[src/rtl/uart_rx_mf_if.sv]
// Consumer-side view of the uart_rx_mf receive FIFO: head word, per-word flags and pop handshake.
interface uart_rx_mf_if #(
  parameter int unsigned FIFO_DEPTH = 16
) ();
  logic [7:0]                  rx_data;
  logic                        rx_perr;
  logic                        rx_ferr;
  logic                        rx_valid;
  logic                        rx_ready;
  logic [$clog2(FIFO_DEPTH):0] fifo_count;

  modport master (
    output rx_data, rx_perr, rx_ferr, rx_valid, fifo_count,
    input  rx_ready
  );

  modport slave (
    input  rx_data, rx_perr, rx_ferr, rx_valid, fifo_count,
    output rx_ready
  );
endinterface

[src/rtl/uart_rx_mf.sv]
// Oversampling UART receiver with majority-vote input filter, configurable framing,
// first-word-fall-through receive FIFO and sticky error/break status.
module uart_rx_mf #(
  parameter int unsigned OVERSAMPLE = 16,
  parameter int unsigned FIFO_DEPTH = 16
) (
  input  logic         clk,
  input  logic         reset,
  input  logic         baud_clock,
  input  logic         rx,
  input  logic [1:0]   data_bits,
  input  logic         parity_en,
  input  logic         odd_n_even,
  input  logic         two_stop,
  input  logic         clear_status,
  output logic         overflow,
  output logic         parity_err,
  output logic         framing_error,
  output logic         break_det,
  uart_rx_mf_if.master rx_if
);

  localparam int unsigned TickW = $clog2(OVERSAMPLE);
  localparam int unsigned AddrW = $clog2(FIFO_DEPTH);
  localparam int unsigned CntW  = AddrW + 1;
  localparam logic [TickW-1:0] TickMid  = TickW'(OVERSAMPLE / 2 - 1);
  localparam logic [TickW-1:0] TickLast = TickW'(OVERSAMPLE - 1);

  typedef enum logic [2:0] {StIdle, StStart, StData, StParity, StStop} state_e;

  state_e           state_q;
  logic [2:0]       samp_q;
  logic [TickW-1:0] tick_q;
  logic [2:0]       bit_q;
  logic [7:0]       shift_q;
  logic             par_q;
  logic             stop_idx_q;
  logic             ferr_q;
  logic             wait_high_q;
  logic [1:0]       cfg_bits_q;
  logic             cfg_par_q;
  logic             cfg_odd_q;
  logic             cfg_two_q;
  logic             push_q;
  logic [7:0]       push_data_q;
  logic             push_perr_q;
  logic             push_ferr_q;
  logic             brk_q;

  logic rx_filt;
  logic last_bit;
  logic perr_calc;
  logic brk_cond;

  assign rx_filt   = (samp_q[0] & samp_q[1]) | (samp_q[0] & samp_q[2]) | (samp_q[1] & samp_q[2]);
  assign last_bit  = (bit_q == 3'd4 + {1'b0, cfg_bits_q});
  assign perr_calc = cfg_par_q & ((^shift_q ^ par_q) != cfg_odd_q);
  assign brk_cond  = (shift_q == '0) && (!cfg_par_q || !par_q) && !rx_filt;

  always_ff @(posedge clk) begin
    if (reset) begin
      state_q     <= StIdle;
      samp_q      <= 3'b111;
      tick_q      <= '0;
      bit_q       <= '0;
      shift_q     <= '0;
      par_q       <= 1'b0;
      stop_idx_q  <= 1'b0;
      ferr_q      <= 1'b0;
      wait_high_q <= 1'b0;
      cfg_bits_q  <= '0;
      cfg_par_q   <= 1'b0;
      cfg_odd_q   <= 1'b0;
      cfg_two_q   <= 1'b0;
      push_q      <= 1'b0;
      push_data_q <= '0;
      push_perr_q <= 1'b0;
      push_ferr_q <= 1'b0;
      brk_q       <= 1'b0;
    end else begin
      push_q <= 1'b0;
      brk_q  <= 1'b0;
      if (baud_clock) begin
        samp_q <= {samp_q[1:0], rx};
        unique case (state_q)
          StIdle: begin
            if (wait_high_q) begin
              if (rx_filt) wait_high_q <= 1'b0;
            end else if (!rx_filt) begin
              state_q    <= StStart;
              tick_q     <= '0;
              bit_q      <= '0;
              shift_q    <= '0;
              par_q      <= 1'b0;
              stop_idx_q <= 1'b0;
              ferr_q     <= 1'b0;
              cfg_bits_q <= data_bits;
              cfg_par_q  <= parity_en;
              cfg_odd_q  <= odd_n_even;
              cfg_two_q  <= two_stop;
            end
          end
          StStart: begin
            if (tick_q == TickMid) begin
              tick_q  <= '0;
              state_q <= rx_filt ? StIdle : StData;
            end else begin
              tick_q <= tick_q + TickW'(1);
            end
          end
          StData: begin
            if (tick_q == TickLast) begin
              tick_q         <= '0;
              shift_q[bit_q] <= rx_filt;
              bit_q          <= bit_q + 3'd1;
              if (last_bit) state_q <= cfg_par_q ? StParity : StStop;
            end else begin
              tick_q <= tick_q + TickW'(1);
            end
          end
          StParity: begin
            if (tick_q == TickLast) begin
              tick_q  <= '0;
              par_q   <= rx_filt;
              state_q <= StStop;
            end else begin
              tick_q <= tick_q + TickW'(1);
            end
          end
          StStop: begin
            if (tick_q == TickLast) begin
              tick_q <= '0;
              // A break is decided on the first stop bit regardless of stop-bit count.
              if (!stop_idx_q && brk_cond) begin
                brk_q       <= 1'b1;
                wait_high_q <= 1'b1;
                state_q     <= StIdle;
              end else if (!stop_idx_q && cfg_two_q) begin
                ferr_q     <= !rx_filt;
                stop_idx_q <= 1'b1;
              end else begin
                push_q      <= 1'b1;
                push_data_q <= shift_q;
                push_perr_q <= perr_calc;
                push_ferr_q <= ferr_q | !rx_filt;
                state_q     <= StIdle;
              end
            end else begin
              tick_q <= tick_q + TickW'(1);
            end
          end
          default: state_q <= StIdle;
        endcase
      end
    end
  end

  logic [9:0]       mem_q [FIFO_DEPTH];
  logic [AddrW-1:0] wr_ptr_q;
  logic [AddrW-1:0] rd_ptr_q;
  logic [CntW-1:0]  count_q;
  logic             fifo_full;
  logic             do_pop;
  logic             do_push;
  logic             drop;
  logic [9:0]       head;

  assign fifo_full = (count_q == CntW'(FIFO_DEPTH));
  assign do_pop    = (count_q != '0) && rx_if.rx_ready;
  assign do_push   = push_q && (!fifo_full || do_pop);
  assign drop      = push_q && fifo_full && !do_pop;
  assign head      = mem_q[rd_ptr_q];

  always_ff @(posedge clk) begin
    if (do_push) mem_q[wr_ptr_q] <= {push_ferr_q, push_perr_q, push_data_q};
  end

  always_ff @(posedge clk) begin
    if (reset) begin
      wr_ptr_q <= '0;
      rd_ptr_q <= '0;
      count_q  <= '0;
    end else begin
      if (do_push) wr_ptr_q <= wr_ptr_q + AddrW'(1);
      if (do_pop)  rd_ptr_q <= rd_ptr_q + AddrW'(1);
      if (do_push && !do_pop)      count_q <= count_q + CntW'(1);
      else if (do_pop && !do_push) count_q <= count_q - CntW'(1);
    end
  end

  logic ovf_q, perr_flag_q, ferr_flag_q, brk_flag_q;

  // Set events are applied after the clear so that a coincident set wins.
  always_ff @(posedge clk) begin
    if (reset) begin
      ovf_q       <= 1'b0;
      perr_flag_q <= 1'b0;
      ferr_flag_q <= 1'b0;
      brk_flag_q  <= 1'b0;
    end else begin
      if (clear_status) begin
        ovf_q       <= 1'b0;
        perr_flag_q <= 1'b0;
        ferr_flag_q <= 1'b0;
        brk_flag_q  <= 1'b0;
      end
      if (drop)                  ovf_q       <= 1'b1;
      if (push_q && push_perr_q) perr_flag_q <= 1'b1;
      if (push_q && push_ferr_q) ferr_flag_q <= 1'b1;
      if (brk_q)                 brk_flag_q  <= 1'b1;
    end
  end

  assign rx_if.rx_valid   = !reset && (count_q != '0);
  assign rx_if.fifo_count = reset ? '0 : count_q;
  assign rx_if.rx_data    = rx_if.rx_valid ? head[7:0] : '0;
  assign rx_if.rx_perr    = rx_if.rx_valid & head[8];
  assign rx_if.rx_ferr    = rx_if.rx_valid & head[9];
  assign overflow         = !reset & ovf_q;
  assign parity_err       = !reset & perr_flag_q;
  assign framing_error    = !reset & ferr_flag_q;
  assign break_det        = !reset & brk_flag_q;

endmodule

[src/flat_wrapper.sv]
// flat-port wrapper written by rule: the top's interface ports become plain ports
module uart_rx_mf_flat 
#(
  parameter int unsigned OVERSAMPLE = 16,
  parameter int unsigned FIFO_DEPTH = 16
)
  (clk, reset, baud_clock, rx, data_bits, parity_en, odd_n_even, two_stop, clear_status, overflow, parity_err, framing_error, break_det, rx_if_rx_data, rx_if_rx_perr, rx_if_rx_ferr, rx_if_rx_valid, rx_if_fifo_count, rx_if_rx_ready);
  uart_rx_mf_if #(.FIFO_DEPTH(FIFO_DEPTH)) rx_if_i ();
  input  logic clk;
  input  logic reset;
  input  logic baud_clock;
  input  logic rx;
  input  logic [1:0] data_bits;
  input  logic parity_en;
  input  logic odd_n_even;
  input  logic two_stop;
  input  logic clear_status;
  output logic overflow;
  output logic parity_err;
  output logic framing_error;
  output logic break_det;
  output wire logic [$bits(rx_if_i.rx_data)-1:0] rx_if_rx_data;
  output wire logic [$bits(rx_if_i.rx_perr)-1:0] rx_if_rx_perr;
  output wire logic [$bits(rx_if_i.rx_ferr)-1:0] rx_if_rx_ferr;
  output wire logic [$bits(rx_if_i.rx_valid)-1:0] rx_if_rx_valid;
  output wire logic [$bits(rx_if_i.fifo_count)-1:0] rx_if_fifo_count;
  input wire logic [$bits(rx_if_i.rx_ready)-1:0] rx_if_rx_ready;
  assign rx_if_rx_data = rx_if_i.rx_data;
  assign rx_if_rx_perr = rx_if_i.rx_perr;
  assign rx_if_rx_ferr = rx_if_i.rx_ferr;
  assign rx_if_rx_valid = rx_if_i.rx_valid;
  assign rx_if_fifo_count = rx_if_i.fifo_count;
  assign rx_if_i.rx_ready = rx_if_rx_ready;
  uart_rx_mf #(.OVERSAMPLE(OVERSAMPLE), .FIFO_DEPTH(FIFO_DEPTH)) u_core (.clk(clk), .reset(reset), .baud_clock(baud_clock), .rx(rx), .data_bits(data_bits), .parity_en(parity_en), .odd_n_even(odd_n_even), .two_stop(two_stop), .clear_status(clear_status), .overflow(overflow), .parity_err(parity_err), .framing_error(framing_error), .break_det(break_det), .rx_if(rx_if_i));
endmodule
[config.mk]
export PLATFORM = sky130hd
export DESIGN_NAME = uart_rx_mf_flat
export DESIGN_NICKNAME = d
export VERILOG_FILES = /design/src/rtl/uart_rx_mf_if.sv /design/src/rtl/uart_rx_mf.sv /design/src/flat_wrapper.sv
export SDC_FILE = /design/constraint.sdc
export NUM_CORES = 1
export LEC_CHECK = 0
export CAP_MARGIN = 25
export CORE_UTILIZATION = 28
export DETAILED_ROUTE_END_ITERATION = 6
export DONT_BUFFER_PORTS = 1
export HOLD_SLACK_MARGIN = 0.1
export PLACE_DENSITY = 0.44
export SLEW_MARGIN = 40
export SYNTH_ARGS = -nofsm -noshare
export SYNTH_HDL_FRONTEND = slang
export SYNTH_SLANG_ARGS = --single-unit
[constraint.sdc]
create_clock -name clk -period 6.33 [get_ports clk]
set_clock_uncertainty 0.05 [all_clocks]
set_input_delay 1.266 -clock clk [delete_from_list [all_inputs] [get_ports clk]]
set_output_delay 1.266 -clock clk [all_outputs]
set_load 0.02 [all_outputs]
=== Word level (Yosys, flattened, before mapping) ===
Memory sizes are Yosys's and may differ from the RTL's. A register that Yosys moved wholly into a read port is not among the register bits.
Cells that the tools add are included.

* Memories: 1
* Output and inout port bits: 20
* Flip-flop bits (word level): 59
* RAM bits: 160
* Word-level logic and storage cells: 184
* Latch bits: 0
* Input port bits: 11
* ROM bits: 0

{| class="wikitable"
|+ Memories
! name !! depth !! bits a word !! rd ports !! clocked after memory_dff !! write ports !! line !! source
|-
| u_core.mem_q || 16 || 10 || 1 || 1 || 1 || uart_rx_mf.sv:158 || <nowiki>logic [9:0] mem_q [FIFO_DEPTH];</nowiki>
|}

* Bitwise operators: 21
* Shifts and indexed selects: 0
* Add/subtract/negate cells: 7
* Multiply operators: 0
* Muxes and demuxes: 60
* Eq/ne operators: 20
* Reduce and logical (&&, ||, !) cells: 48
* Magnitude comparators: 2
* Divide/modulo/power cells: 0

{| class="wikitable"
|+ Operator list
! kind !! number
|-
| 3-bit two-way mux || 13
|-
| 8-bit two-way mux || 4
|-
| 4-bit two-way mux || 6
|-
| 1-bit two-way mux || 23
|-
| 8-bit case mux with 2 select lines || 1
|-
| 2-bit nonzero test || 8
|-
| 5-bit two-way mux || 3
|-
| 3-bit case mux with 5 select lines || 1
|-
| 5-bit AND reduction || 3
|-
| 1-bit logical AND || 14
|-
| 2-bit by 1-bit inequality test with 1-bit output (second input constant) || 7
|-
| 4-bit by 1-bit adder with 4-bit output (second input constant) || 3
|-
| 4-bit case mux with 3 select lines || 1
|-
| 4-bit AND reduction || 3
|-
| 1-bit bitwise AND || 10
|-
| 9-bit AND reduction || 1
|-
| 8-bit bitwise mux || 1
|-
| 1-bit logical NOT || 8
|-
| 8-bit logical NOT || 1
|-
| 1-bit case mux with 2 select lines || 4
|-
| 8-bit parity || 1
|-
| 1-bit NOT || 7
|-
| 7-bit AND reduction || 1
|-
| 3-bit by 2-bit equality test with 1-bit output (second input constant) || 2
|-
| 27 further kinds || 32
|}

=== Longest topological paths before layout ===
* Word-level depth: 9
* Mapped depth: 11
* Gate-level depth less buffers: 11

=== Least setup slack after synthesis ===
No wires, ideal clock.

* Path type: input to register
* Start point: in rx_if_rx_ready
* End point: reg u_core.count_q[4]
* Setup slack: 2.781 ns
* Cell stages on the path: 10
* Arrival: 3.378 ns
* Cell sequence: o31a_1 clkbuf_1 ha_1 inv_1 ha_1 nor2b_1 o21a_1 or3_1 a21oi_1 mux2_2

* Longest elaborated chain between the ends: 6
* Elaborated cells on any way between the ends: 9

{| class="wikitable"
|+ RTL lines
! item !! line !! source
|-
| from (decl) || flat_wrapper.sv:27 || <nowiki>input wire logic [$bits(rx_if_i.rx_ready)-1:0] rx_if_rx_ready;</nowiki>
|-
| 1-bit logical AND * || uart_rx_mf.sv:169 || <nowiki>assign do_pop = (count_q != '0) && rx_if.rx_ready;</nowiki>
|-
| 1-bit logical OR * || uart_rx_mf.sv:170 || <nowiki>assign do_push = push_q && (!fifo_full || do_pop);</nowiki>
|-
| 1-bit logical AND * || uart_rx_mf.sv:170 ||
|-
| via u_core.do_push || uart_rx_mf.sv:164 || <nowiki>logic do_push;</nowiki>
|-
| 1-bit logical NOT || uart_rx_mf.sv:187 || <nowiki>else if (do_pop && !do_push) count_q <= count_q - CntW'(1);</nowiki>
|-
| 1-bit logical AND || uart_rx_mf.sv:187 ||
|-
| 2-bit nonzero test (no source line) || n/a ||
|-
| to (signal assigned) || uart_rx_mf.sv:186 || <nowiki>if (do_push && !do_pop) count_q <= count_q + CntW'(1);</nowiki>
|-
| to (signal assigned) || uart_rx_mf.sv:187 ||
|-
| to (decl) || uart_rx_mf.sv:161 || <nowiki>logic [CntW-1:0] count_q;</nowiki>
|}

Mark *: on every way through the listed nets, which the timed path passes. The rest lies on a longest branch.
A chain may end at the register's enable or synchronous reset.

==> flow_summary_export.csv <==
group,metric,value,unit
finish,final_cell_mix,"edfxtp_1 (160), nor2_1 (61), dfxtp_1 (61)",
placement,placed_cells,1040,
finish,final_util,33.0,%
sta,fin_crit,4.21,ns
pwr,power,3.76,mW
clocking,clk_path_buf_depth,3,
synthesis,yosys_warnings,0,
clocking,cts_resized,0,
detailed_routing,remaining_drc_errors,0,
clocking,ctsHoldBuffers,0,
sta,tns,0,ns
sta,worst_slack,2.12,ns
worst_hold_path,hold_class,"register to register",
finish,syn_to_final_growth,15.8,%
synthesis,synth_cell_type_count,52,
critical_path,path_class,"register to primary output",
floorplan,die_y,184,µm
finish,drive_gt1_share,18.5,%
detailed_routing,firstDrtPassIters,5,
global_routing,antenna_found_initial,0,
floorplan,num_io_pins,31,
clocking,cts_sinks,223,
clocking,cts-root-buf,"clkbuf_16",
finish,stdcell_count,1085,
pwr,combPwrFrac,14.2,%
finish,num-fill-cells,3209,
sta,finalSetupViolCount,0,
finish,final_common_cell,"edfxtp_1",
floorplan,core_area,0.0325,mm²
detailed_routing,drt_wl_total,21200,µm
synthesis,ys_ff_latch,223,
clocking,cts_made_buffers,25,
global_routing,grt_pass1_wl,32600,µm
synthesis,synthFlopType,"edfxtp_1",
finish,antennaDiodeCount,0,
sta,hold_viol_final,0,
pwr,p_int,2.82,mW
synthesis,synth_seq_area_share,65.3,%
placement,post_dp_cell_area,0.00985,mm²
worst_hold_path,worstHoldPathCells,2,
synthesis,async_flop_share,0,%
sta,max_freq,238,MHz
pwr,power.switching,940,µW
flow_run,drv_cap,0,
clocking,worst_skew_pair.late_latency,0.53,ns
floorplan,rows,66,
detailed_routing,wire_per_inst,19.5,µm
synthesis,synth_cells,618,
clocking,cts_tree,"done",
pwr,power_frac_clock,41.5,%
critical_path,cp.required,5.01,ns
finish,nets,652,
critical_path,reg2reg_depth,10,
critical_path,crit_path_start_kind,"register",
clocking,htreeDepth,1,
placement,hpwlAfterDp,13000,µm
floorplan,die_x,184,µm
global_routing,grt_overflow,0,
sta,fin_crit_sh,66.5,%
detailed_routing,avgViaCountPerCell,4.68,
placement,place_ws,2.49,ns
clocking,path_clk_slew,0.06,ns
detailed_routing,routed-via-count,5076,
critical_path,path_max_fanout,29,
pwr,vdd.ir_drop.worst,0.195,mV
status,status,"finished, final reports clean",
synthesis,syn_nets,645,
pwr,pwr_density_cell,349,mW/mm²
pwr,switching_share,25.0,%
pwr,pwr-share-seq,44.3,%
sta,rsz0062_at_grt,"false",
sta,drv_slew,0,
sta,max_slew_margin,49.4,%
detailed_routing,drt_iter0_drc,326,
pwr,p_leak,3.71,nW
placement,place_congestion,0.786,
synthesis,synthesis.area,0.00928,mm²
sta,timing.hold.ws,0.397,ns
global_routing,grt_usage,13.0,%
finish,multi_input_area,0.00304,mm²
floorplan,start_util,28.5,%
placement,portBuffers,0,
sta,tightest_slew,0.755,ns
global_routing,grt_max_degree,59,
finish,final_cell_area,0.0108,mm²
floorplan,die_area,0.0339,mm²
critical_path,cp-end-kind,"primary output",
detailed_routing,ant_nets,0,
global_routing,first_global_vias,5229,
clocking,cts_setup_buffers,0,
critical_path,cp_data_arrival_time,2.89,ns
synthesis,post_synth.cell_area_avg,15.0,µm²
finish,regArea,0.00607,mm²
synthesis,synth_edf_count,160,
[worst paths after layout]
check             slack, ns         startpoint           endpoint
hold / removal         0.40       u_core.brk_q  u_core.brk_flag_q
setup / recovery       2.12           register   rx_if_rx_data[2]
setup reg to reg       2.94  u_core.count_q[0]  u_core.count_q[4]
hold reg to reg        0.40       u_core.brk_q  u_core.brk_flag_q
[cells in the mapped netlist, types with 8 or more instances]
cell,count,area share (%)
clkbuf_1,26,1.1
mux4_2,50,12
nand4_1,8,0.54
xnor2_1,10,0.94
ha_1,15,2.0
o211ai_1,9,0.73
inv_1,22,0.89
o21ai_0,8,0.43
nand2b_1,8,0.54
dfxtp_1,63,14
a21oi_1,18,0.97
nor2b_1,24,1.6
mux2i_1,21,2.3
nor2_1,64,2.6
nor3_1,11,0.59
nand2_1,25,1.0
nand3_1,12,0.65
edfxtp_1,160,52
[worst max-delay path, cell delays in order, from the launching register on]
cell     delay, ns
dfxtp_4       0.76
buf_4         0.37
mux4_2        0.54
mux4_2        0.47
nor2b_1       0.21
[power groups by stage]
| stage | combinational, mW | clock, mW | sequential (mW) |
|---|---|---|---|
| 6_report | 0.532 | 1.56 | 1.67 |
| 5_1_grt | 0.584 | 1.66 | 1.68 |
| 3_5_place_dp | 0.544 | 0 | 1.70 |
| 4_1_cts | 0.545 | 1.60 | 1.67 |
| 2_1_floorplan | 0.516 | 0 | 1.62 |
| 3_3_place_gp | 0.533 | 0 | 1.70 |
[layout make-up]
type                       instances  share of cell area [%]
clock buffer                      26                    5.85
clock inverter                    19                    2.43
inverter                          22                   0.768
sequential                       223                    56.5
timing repair buffer              15                    1.05
tap                              442                    5.14
multi-input combinational        338                    28.3
[kinds of logic after synthesis]
logic type / share of synthesized area [%]
simple gates: 9.10
buf+inv: 2.39
fa+ha+maj: 2.36
xor+xnor: 1.60
compound gates: 4.53
flops: 65.3
mux: 14.7
[per-layer routing]
layer	GRT usage [%]	share of wire [%]	vias to the layer above
met3	2.00	3.8	32
met4	3.13	2.0	0
met5	0	0	-
met1	17.6	46	2584
li1	-	-	2362
met2	21.7	48	98
[flip-flops by register name (all words and copies together) (netlist names), 2 cells and up, named ones only]
name and cells:
u_core.push_data_q 8, u_core.bit_q 3, u_core.tick_q 4, u_core.wr_ptr_q 4
u_core.rd_ptr_q 4, u_core.count_q 5, u_core.state_q 3, u_core.cfg_bits_q 2
u_core.mem_q 160, u_core.samp_q 3, u_core.shift_q 8
Power figures use the tool's default switching activity.
